==> config.mk <==
export PLATFORM = sky130hd
export DESIGN_NAME = mio_ram_arbiter_flat
export DESIGN_NICKNAME = d
export VERILOG_FILES = /design/src/rtl/mio_ram_arbiter_if.sv /design/src/rtl/mio_ram_arbiter.sv /design/src/flat_wrapper.sv
export SDC_FILE = /design/constraint.sdc
export NUM_CORES = 1
export LEC_CHECK = 0
export CAP_MARGIN = 20
export CORE_AREA = 3 3 116 118
export CTS_CLUSTER_SIZE = 14
export DETAILED_ROUTE_END_ITERATION = 16
export DIE_AREA = 0 0 119 121
export PLACE_DENSITY = 0.58
export SLEW_MARGIN = 10
export SYNTH_ARGS = -nofsm -noshare
export SYNTH_HDL_FRONTEND = slang
export SYNTH_SLANG_ARGS = --single-unit
==> constraint.sdc <==
create_clock -name clk -period 6.1 [get_ports clk]
set_input_delay 1.525 -clock clk [delete_from_list [all_inputs] [get_ports clk]]
set_output_delay 1.525 -clock clk [all_outputs]
set_load 0.02 [all_outputs]
==> src/rtl/mio_ram_arbiter_if.sv <==
// Two-master request/response bundle for the MIO RAM data-port arbiter.
// Names match the arbiter's master-side pin list.
interface mio_ram_arbiter_if;
  logic        req0,   req1;
  logic        we0,    we1;
  logic        lock0,  lock1;
  logic [31:0] addr0,  addr1;
  logic [31:0] wdata0, wdata1;
  logic        gnt0,   gnt1;
  logic        ack0,   ack1;
  logic [31:0] rdata0, rdata1;
  logic        err0,   err1;

  modport master (
    output req0, req1, we0, we1, lock0, lock1, addr0, addr1, wdata0, wdata1,
    input  gnt0, gnt1, ack0, ack1, rdata0, rdata1, err0, err1
  );

  modport slave (
    input  req0, req1, we0, we1, lock0, lock1, addr0, addr1, wdata0, wdata1,
    output gnt0, gnt1, ack0, ack1, rdata0, rdata1, err0, err1
  );
endinterface

==> src/rtl/mio_ram_arbiter.sv <==
// Round-robin arbiter sharing the MIO RAM data port between CPU (port 0) and loader (port 1).
// Optional feature: define MIO_ARB_RANGE_EN to flag/suppress beats with addr[31:10] != 0.

module mio_ram_arbiter_port (
  input  logic        own,
  input  logic        req,
  input  logic        we,
  input  logic        range_bad,
  input  logic [31:0] d_f_ram,
  output logic        ack,
  output logic        err,
  output logic        wr,
  output logic [31:0] rdata
);
  // Out-of-range beats are still acked so the master moves on, but never touch RAM.
  assign ack   = own & req;
  assign err   = ack & range_bad;
  assign wr    = ack & we & ~range_bad;
  assign rdata = (ack & ~range_bad) ? d_f_ram : 32'h0;
endmodule

module mio_ram_arbiter #(
  parameter int MAX_HOLD = 8,
  parameter int CNT_W    = 4
) (
  input  logic                clk,
  input  logic                clrn,
  mio_ram_arbiter_if.slave    bus,
  output logic [31:0]         ram_a,
  output logic [31:0]         d_t_ram,
  output logic                wram,
  input  logic [31:0]         d_f_ram
);
  localparam int NP = 2;
  localparam logic [CNT_W-1:0] HOLD_LAST = CNT_W'(MAX_HOLD - 1);

  typedef enum logic [1:0] {IDLE, OWN0, OWN1} state_e;

  state_e            state_q, state_d;
  logic              last_q,  last_d;
  logic [CNT_W-1:0]  hold_q,  hold_d;

  logic [NP-1:0]        req, we, lock, own, ack, err, wr, range_bad;
  logic [NP-1:0][31:0]  addr, wdata, rdata;

  assign req   = {bus.req1,   bus.req0};
  assign we    = {bus.we1,    bus.we0};
  assign lock  = {bus.lock1,  bus.lock0};
  assign addr  = {bus.addr1,  bus.addr0};
  assign wdata = {bus.wdata1, bus.wdata0};

  assign own = {state_q == OWN1, state_q == OWN0};

  generate
    for (genvar p = 0; p < NP; p++) begin : g_port
`ifdef MIO_ARB_RANGE_EN
      assign range_bad[p] = |addr[p][31:10];
`else
      assign range_bad[p] = 1'b0;
`endif
      mio_ram_arbiter_port u_port (
        .own       (own[p]),
        .req       (req[p]),
        .we        (we[p]),
        .range_bad (range_bad[p]),
        .d_f_ram   (d_f_ram),
        .ack       (ack[p]),
        .err       (err[p]),
        .wr        (wr[p]),
        .rdata     (rdata[p])
      );
    end
  endgenerate

  assign bus.gnt0   = own[0];
  assign bus.gnt1   = own[1];
  assign bus.ack0   = ack[0];
  assign bus.ack1   = ack[1];
  assign bus.err0   = err[0];
  assign bus.err1   = err[1];
  assign bus.rdata0 = rdata[0];
  assign bus.rdata1 = rdata[1];

  always_comb begin
    ram_a   = 32'h0;
    d_t_ram = 32'h0;
    if (own[0]) begin
      ram_a   = addr[0];
      d_t_ram = wdata[0];
    end else if (own[1]) begin
      ram_a   = addr[1];
      d_t_ram = wdata[1];
    end
  end

  // Gating with clrn kills an in-flight write before the negedge commit.
  assign wram = (|wr) & clrn;

  always_comb begin
    state_d = state_q;
    last_d  = last_q;
    hold_d  = hold_q;
    case (state_q)
      IDLE: begin
        if (req[0] && req[1])  state_d = last_q ? OWN0 : OWN1;
        else if (req[0])       state_d = OWN0;
        else if (req[1])       state_d = OWN1;
      end
      OWN0: begin
        if (!req[0])                                         state_d = req[1] ? OWN1 : IDLE;
        else if (req[1] && !lock[0] && hold_q == HOLD_LAST)  state_d = OWN1;
      end
      OWN1: begin
        if (!req[1])                                         state_d = req[0] ? OWN0 : IDLE;
        else if (req[0] && !lock[1] && hold_q == HOLD_LAST)  state_d = OWN0;
      end
      default: state_d = IDLE;
    endcase

    // Counter saturates at the hold limit so a lock release hands over on the very next beat.
    if (state_d != state_q) begin
      hold_d = '0;
      if (state_d == OWN0)      last_d = 1'b0;
      else if (state_d == OWN1) last_d = 1'b1;
    end else if ((|ack) && hold_q != HOLD_LAST) begin
      hold_d = hold_q + 1'b1;
    end
  end

  always_ff @(posedge clk or negedge clrn) begin
    if (!clrn) begin
      state_q <= IDLE;
      last_q  <= 1'b1;
      hold_q  <= '0;
    end else begin
      state_q <= state_d;
      last_q  <= last_d;
      hold_q  <= hold_d;
    end
  end
endmodule
==> src/flat_wrapper.sv <==
// flat-port wrapper written by rule: the top's interface ports become plain ports
module mio_ram_arbiter_flat 
#(
  parameter int MAX_HOLD = 8,
  parameter int CNT_W    = 4
)
  (clk, clrn, ram_a, d_t_ram, wram, d_f_ram, bus_req0, bus_req1, bus_we0, bus_we1, bus_lock0, bus_lock1, bus_addr0, bus_addr1, bus_wdata0, bus_wdata1, bus_gnt0, bus_gnt1, bus_ack0, bus_ack1, bus_rdata0, bus_rdata1, bus_err0, bus_err1);
  mio_ram_arbiter_if bus_i ();
  input  logic clk;
  input  logic clrn;
  output logic [31:0] ram_a;
  output logic [31:0] d_t_ram;
  output logic wram;
  input  logic [31:0] d_f_ram;
  input wire logic [$bits(bus_i.req0)-1:0] bus_req0;
  input wire logic [$bits(bus_i.req1)-1:0] bus_req1;
  input wire logic [$bits(bus_i.we0)-1:0] bus_we0;
  input wire logic [$bits(bus_i.we1)-1:0] bus_we1;
  input wire logic [$bits(bus_i.lock0)-1:0] bus_lock0;
  input wire logic [$bits(bus_i.lock1)-1:0] bus_lock1;
  input wire logic [$bits(bus_i.addr0)-1:0] bus_addr0;
  input wire logic [$bits(bus_i.addr1)-1:0] bus_addr1;
  input wire logic [$bits(bus_i.wdata0)-1:0] bus_wdata0;
  input wire logic [$bits(bus_i.wdata1)-1:0] bus_wdata1;
  output wire logic [$bits(bus_i.gnt0)-1:0] bus_gnt0;
  output wire logic [$bits(bus_i.gnt1)-1:0] bus_gnt1;
  output wire logic [$bits(bus_i.ack0)-1:0] bus_ack0;
  output wire logic [$bits(bus_i.ack1)-1:0] bus_ack1;
  output wire logic [$bits(bus_i.rdata0)-1:0] bus_rdata0;
  output wire logic [$bits(bus_i.rdata1)-1:0] bus_rdata1;
  output wire logic [$bits(bus_i.err0)-1:0] bus_err0;
  output wire logic [$bits(bus_i.err1)-1:0] bus_err1;
  assign bus_i.req0 = bus_req0;
  assign bus_i.req1 = bus_req1;
  assign bus_i.we0 = bus_we0;
  assign bus_i.we1 = bus_we1;
  assign bus_i.lock0 = bus_lock0;
  assign bus_i.lock1 = bus_lock1;
  assign bus_i.addr0 = bus_addr0;
  assign bus_i.addr1 = bus_addr1;
  assign bus_i.wdata0 = bus_wdata0;
  assign bus_i.wdata1 = bus_wdata1;
  assign bus_gnt0 = bus_i.gnt0;
  assign bus_gnt1 = bus_i.gnt1;
  assign bus_ack0 = bus_i.ack0;
  assign bus_ack1 = bus_i.ack1;
  assign bus_rdata0 = bus_i.rdata0;
  assign bus_rdata1 = bus_i.rdata1;
  assign bus_err0 = bus_i.err0;
  assign bus_err1 = bus_i.err1;
  mio_ram_arbiter #(.MAX_HOLD(MAX_HOLD), .CNT_W(CNT_W)) u_core (.clk(clk), .clrn(clrn), .bus(bus_i), .ram_a(ram_a), .d_t_ram(d_t_ram), .wram(wram), .d_f_ram(d_f_ram));
endmodule
* Word-level counts from Yosys, hierarchy flattened
Index checks and enable logic that the tools add are counted.
** Word-level totals
- Output and inout port bits :: 135
- Word-level logic and storage cells :: 51
- Input bits :: 168
- Flip-flop bits (word level) :: 7
** Operators by class
- Mux-type cells :: 21
- Eq/ne operators :: 7
- Add/sub/neg operators :: 1
- Reductions and logical operators :: 14
- Bitwise logic cells :: 5
** Operator list (number)
- 32-bit two-way mux :: 6
- 2-bit two-way mux :: 9
- 4-bit two-way mux :: 2
- 1-bit logical AND :: 6
- 2-bit one-hot mux with 3 select lines :: 1
- 1-bit AND :: 5
- 4-bit by 1-bit adder with 4-bit output (second input constant) :: 1
- 2-bit by 1-bit equality test with 1-bit output (second input constant) :: 2
- 2-bit equality test (second input constant) :: 2
- 4-bit by 3-bit equality test with 1-bit output (second input constant) :: 1
- 4-bit by 3-bit inequality test with 1-bit output (second input constant) :: 1
- 2-bit nonzero test :: 2
- 2-bit OR reduction :: 2
- 1-bit two-way mux :: 3
- 1-bit logical NOT :: 2
- 2-bit logical NOT :: 1
- 2-bit inequality test :: 1
- 2-bit AND reduction :: 1

* Depth between registers and ports, before layout
- Depth after elaboration :: 9
- Gate-level depth with buffers :: 8
- Gate-level depth less buffers :: 8

* Hierarchy
From an unflattened synthesis, not the netlist that was laid out.
** Unflattened totals
- Cells, all modules :: 218
- Area total of the unflattened synthesis :: 1915.6 µm²
** Modules (own cells, without submodules)
- mio_ram_arbiter :: seq. area each 176.4 µm², cells an instance 130, area each 1097.3 µm², times used 1
- mio_ram_arbiter_port :: seq. area each 0.0 µm², cells an instance 44, area each 409.1 µm², times used 2

* Least setup slack after synthesis
Ideal clock, no wire load.
- Kind :: input to output
- From :: input port bus_req1
- To :: output port wram
- Buffers on the path :: 1
- Required time :: 4.575 ns
- Data arrival time :: 2.588 ns
- Cell stages on the path :: 5
- Setup slack :: 1.987 ns
- Cells stage by stage :: buf_2 > nand3b_1 > inv_1 > nand2_1 > a21boi_0
** Between the ends
- Cells in the longest elaborated chain, start to end :: 4
** RTL lines
- start: declaration :: line flat_wrapper.sv:16 : input wire logic [$bits(bus_i.req1)-1:0] bus_req1;
- 1-bit AND :: line mio_ram_arbiter.sv:16 : assign ack = own & req;
- via bus_ack1 :: line flat_wrapper.sv:28 : output wire logic [$bits(bus_i.ack1)-1:0] bus_ack1;
- 1-bit AND :: line mio_ram_arbiter.sv:18 : assign wr = ack & we & ~range_bad;
- 2-bit OR reduction :: line mio_ram_arbiter.sv:97 : assign wram = (|wr) & clrn;
- 1-bit AND :: line mio_ram_arbiter.sv:97
- end: declaration :: line flat_wrapper.sv:13 : output logic wram;
The timed path passes the listed nets, and every way through them passes these cells.

* Worst setup path after layout
- From :: input port bus_req0
- To :: output port wram
** Between the ends
- Cells in the longest elaborated chain, start to end :: 4
** RTL lines
- start: declaration :: line flat_wrapper.sv:15 : input wire logic [$bits(bus_i.req0)-1:0] bus_req0;
- 1-bit AND :: line mio_ram_arbiter.sv:16
- 1-bit AND :: line mio_ram_arbiter.sv:18
- 2-bit OR reduction :: line mio_ram_arbiter.sv:97
- 1-bit AND :: line mio_ram_arbiter.sv:97
No other way between the ends.

==> results.toml <==
[synth]
synth_top_flop_cell = "dfrtp_1"
synthMuxAreaShare_pct = 1.25
synth_top_cell_by_area = "a22o_1"
synth_compound_area_share_pct = 42.3
syn_avg_cell_area_um2 = 7.45
ys_types = 33
synth_cells = 215
synth_top_cells_by_area = "a22o_1, and3_1, dfrtp_1"
yosys_warnings = 0
synth-async-reset-ratio_pct = 100
postSynthRegisterBits = 7
synth_top_area_share_pct = 35.0
ys_seq_area_share_pct = 11.0
synth_edf_count = 0
synth-adder-area-share_pct = 1.56
syn_area_mm2 = 0.00160
synth_top_family_by_area = "compound AO/OA/AOI/OAI gates"
synth_simple_gate_area_share_pct = 32.2
synth_xor_area_share_pct = 1.09

[power_and_ir_drop]
p_int_mw = 0.557
p_per_area_mw_per_mm2 = 204
clockPowerShare_pct = 11.0
power.net_switching_mw = 0.428
p_comb_share_pct = 82.1
peakVddDrop_uv = 86.6
seqPwrFrac_pct = 6.9
power_mw = 0.986
sw_frac_of_total_pct = 43.5
p_leak_nw = 2.05

[setup_path]
path_buf_inv = 3
rrSetupSlack_ns = 3.53
cp_data_arrival_time_ns = 3.72
crit_type = "in2out"
crit_path_top_delay_cell = "clkdlybuf4s50_1"
end_kind = "output port"
cp_slowest_stage_delay_ns = 1.02
startpoint_type = "input port"
crit_path_max_fanout = 27
crit_family = "buffers and inverters"
required_ns = 4.58
path_cells = "clkdlybuf4s50_1 > nand2_1 > inv_1 > nand2_1 > a21boi_0 > clkdlybuf4s50_1"

[grt]
grt_pass1_wl_mm = 16.4
grt_max_degree = 58
antenna_found_initial = 4
grt_usage_pct = 14.1
grt_overflow = 0
grt_pass1_vias = 2944

[floorplan]
initial_core_util_pct = 12.7
io_pins = 303
core_mm2 = 0.0126
dieArea_mm2 = 0.0144
die_w_um = 119
std_cell_rows = 41
die_h_um = 121

[cts]
ctsHtreeMaxLevel = 1
clk_pin_slew_ns = 0.03
cts_buffers = 3
clock_latency_ns = 0.23
cts.sinks = 7
cts_tree = "built"
holdBufCountCts = 0
clk_root_buffer_cell = "clkbuf_16"
clock_path_buffers = 2
post-cts-setup-buffer-count = 0
cts-resized-gates = 0

[timing]
min_period_ns = 5.24
clock.fmax_ghz = 0.191
max_slew_margin_pct = 35.1
finClkSkew_ns = 0.000298
worstMarginPinSlew_ns = 0.970
grt_setup_unrepaired = "no"
hold_viol_final = 0
finalMaxSlewViolations = 0
setup_viol = 0
min_period_over_period_pct = 85.9
fin_setup_tns_ns = 0

[run_status]
status = "completed"

[layout]
multi_input_area_mm2 = 0.00127
n_fill_cell = 1304
ff_latch_area_um2 = 176
drive_gt1_share_pct = 2.84
syn2layout_area_growth_pct = 201
layout.nets = 664
diodes = 0

[route]
ant_nets = 0
vias = 2947
first_pass_iters = 4
routed_wl_mm = 11.4
avgViaCountPerCell = 4.43
wl_per_cell_um = 17.2
drtIter0Drc = 84
drc = 0

[hold_path]
hold_class = "reg2reg"

[placed_design]
io_buffers = 300
place.gp.congestion = 0.809
post-dp-hpwl_mm = 9.89

[job]
cap_violations = 0
-- layout make-up --
cell class                      count  area share [%]
Clock buffer                        4            1.63
Tap cell                          172            4.46
Inverter                            7           0.545
Sequential cell                     7            3.66
Timing Repair Buffer              305            63.3
Multi-Input combinational cell    170            26.4
-- metal layers --
metal / vias to the layer above / global-route usage, % / wire length, µm / share of wire [%]
met5: - / 0 / 44 / 0.38
met4: 8 / 2.39 / 116 / 1.0
met3: 14 / 4.76 / 1270 / 11
met2: 196 / 26.5 / 5670 / 50
met1: 1338 / 15.5 / 4350 / 38
li1: 1391 / - / - / -
-- through the flow --
step / instance area, µm² / cells / util (%) / worst slack (ns) / hold slack [ns]
after floorplan: 1610 / 216 / - / 1.99 / 0.452
final: 4820 / 665 / 38.4 / 0.859 / 0.497
after CTS: 4820 / 665 / 38.4 / 0.875 / 0.504
after global routing: 4820 / 665 / 38.4 / 0.645 / 0.532
after global placement: 4740 / 661 / 37.7 / 0.939 / 0.485
after detailed placement: 4740 / 661 / 37.7 / 0.894 / 0.499
-- worst register-to-register path, stage by stage (launching register included) --
cell and delay (ns):
dfrtp_1 0.52, and2b_2 0.79, a32oi_1 0.34, a21oi_1 0.26, nor3_2 0.07, a31oi_1 0.34, nor3_1 0.11
-- placed cells by master (no fill, tap or decap), types with 4 or more instances in the layout --
cell type / count
nand2_1: 4
nor2_1: 4
clkdlybuf4s50_1: 300
a22o_1: 64
buf_4: 4
and3_1: 64
dfrtp_1: 6
inv_1: 7
-- registers in the layout, summed over array words and instances (netlist names) --
register	cells
u_core.hold_q	4
u_core.state_q	2
u_core.last_q	1
-- cells in the mapped netlist (2+ instances only) --
master    count
a31oi_1       2
buf_4         4
nor2_1        5
dfrtp_1       6
a22o_1       64
ha_1          2
nand2_1       4
a21oi_1       3
and3_1       64
mux2i_1       2
clkbuf_1     25
inv_1         7
nor2b_1       3
and3b_1       2
o21ai_1       2
buf_2         3
-- path summary, 6_finish.rpt --
kind                                                  start                      endpoint  cells past startpoint
worst min register to register    u_core.last_q$_DFFE_PN1P_     u_core.last_q$_DFFE_PN1P_                      2
worst max register to register  u_core.state_q[0]$_DFF_PN0_  u_core.hold_q[2]$_DFFE_PN0P_                      6
worst min-delay path              u_core.last_q$_DFFE_PN1P_     u_core.last_q$_DFFE_PN1P_                      2
worst max-delay path                               bus_req0                          wram                      6
min in group asynchronous                              clrn  u_core.hold_q[2]$_DFFE_PN0P_                      1
max in group asynchronous                              clrn     u_core.last_q$_DFFE_PN1P_                      1
-- power groups by stage --
stage	registers, mW	logic [mW]	clock network, mW
floorplan	0.0623	0.401	0
global placement	0.0679	0.812	0
detailed placement	0.0685	0.815	0
CTS	0.0679	0.818	0.111
global route	0.0700	0.855	0.115
finish	0.0681	0.809	0.109
-- cells by family (layout without fill, tap and decap cells) --
family                   Yosys count  in the layout
adder cells (fa/ha/maj)            2              2
other                              1              2
XOR/XNOR                           2              2
buffers and inverters             39            316
AND/OR/NAND/NOR                   84             84
flip-flops                         7              7
multiplexers                       2              2
AO/OA/AOI/OAI                     78             78
(Power assumes the default switching activity.)
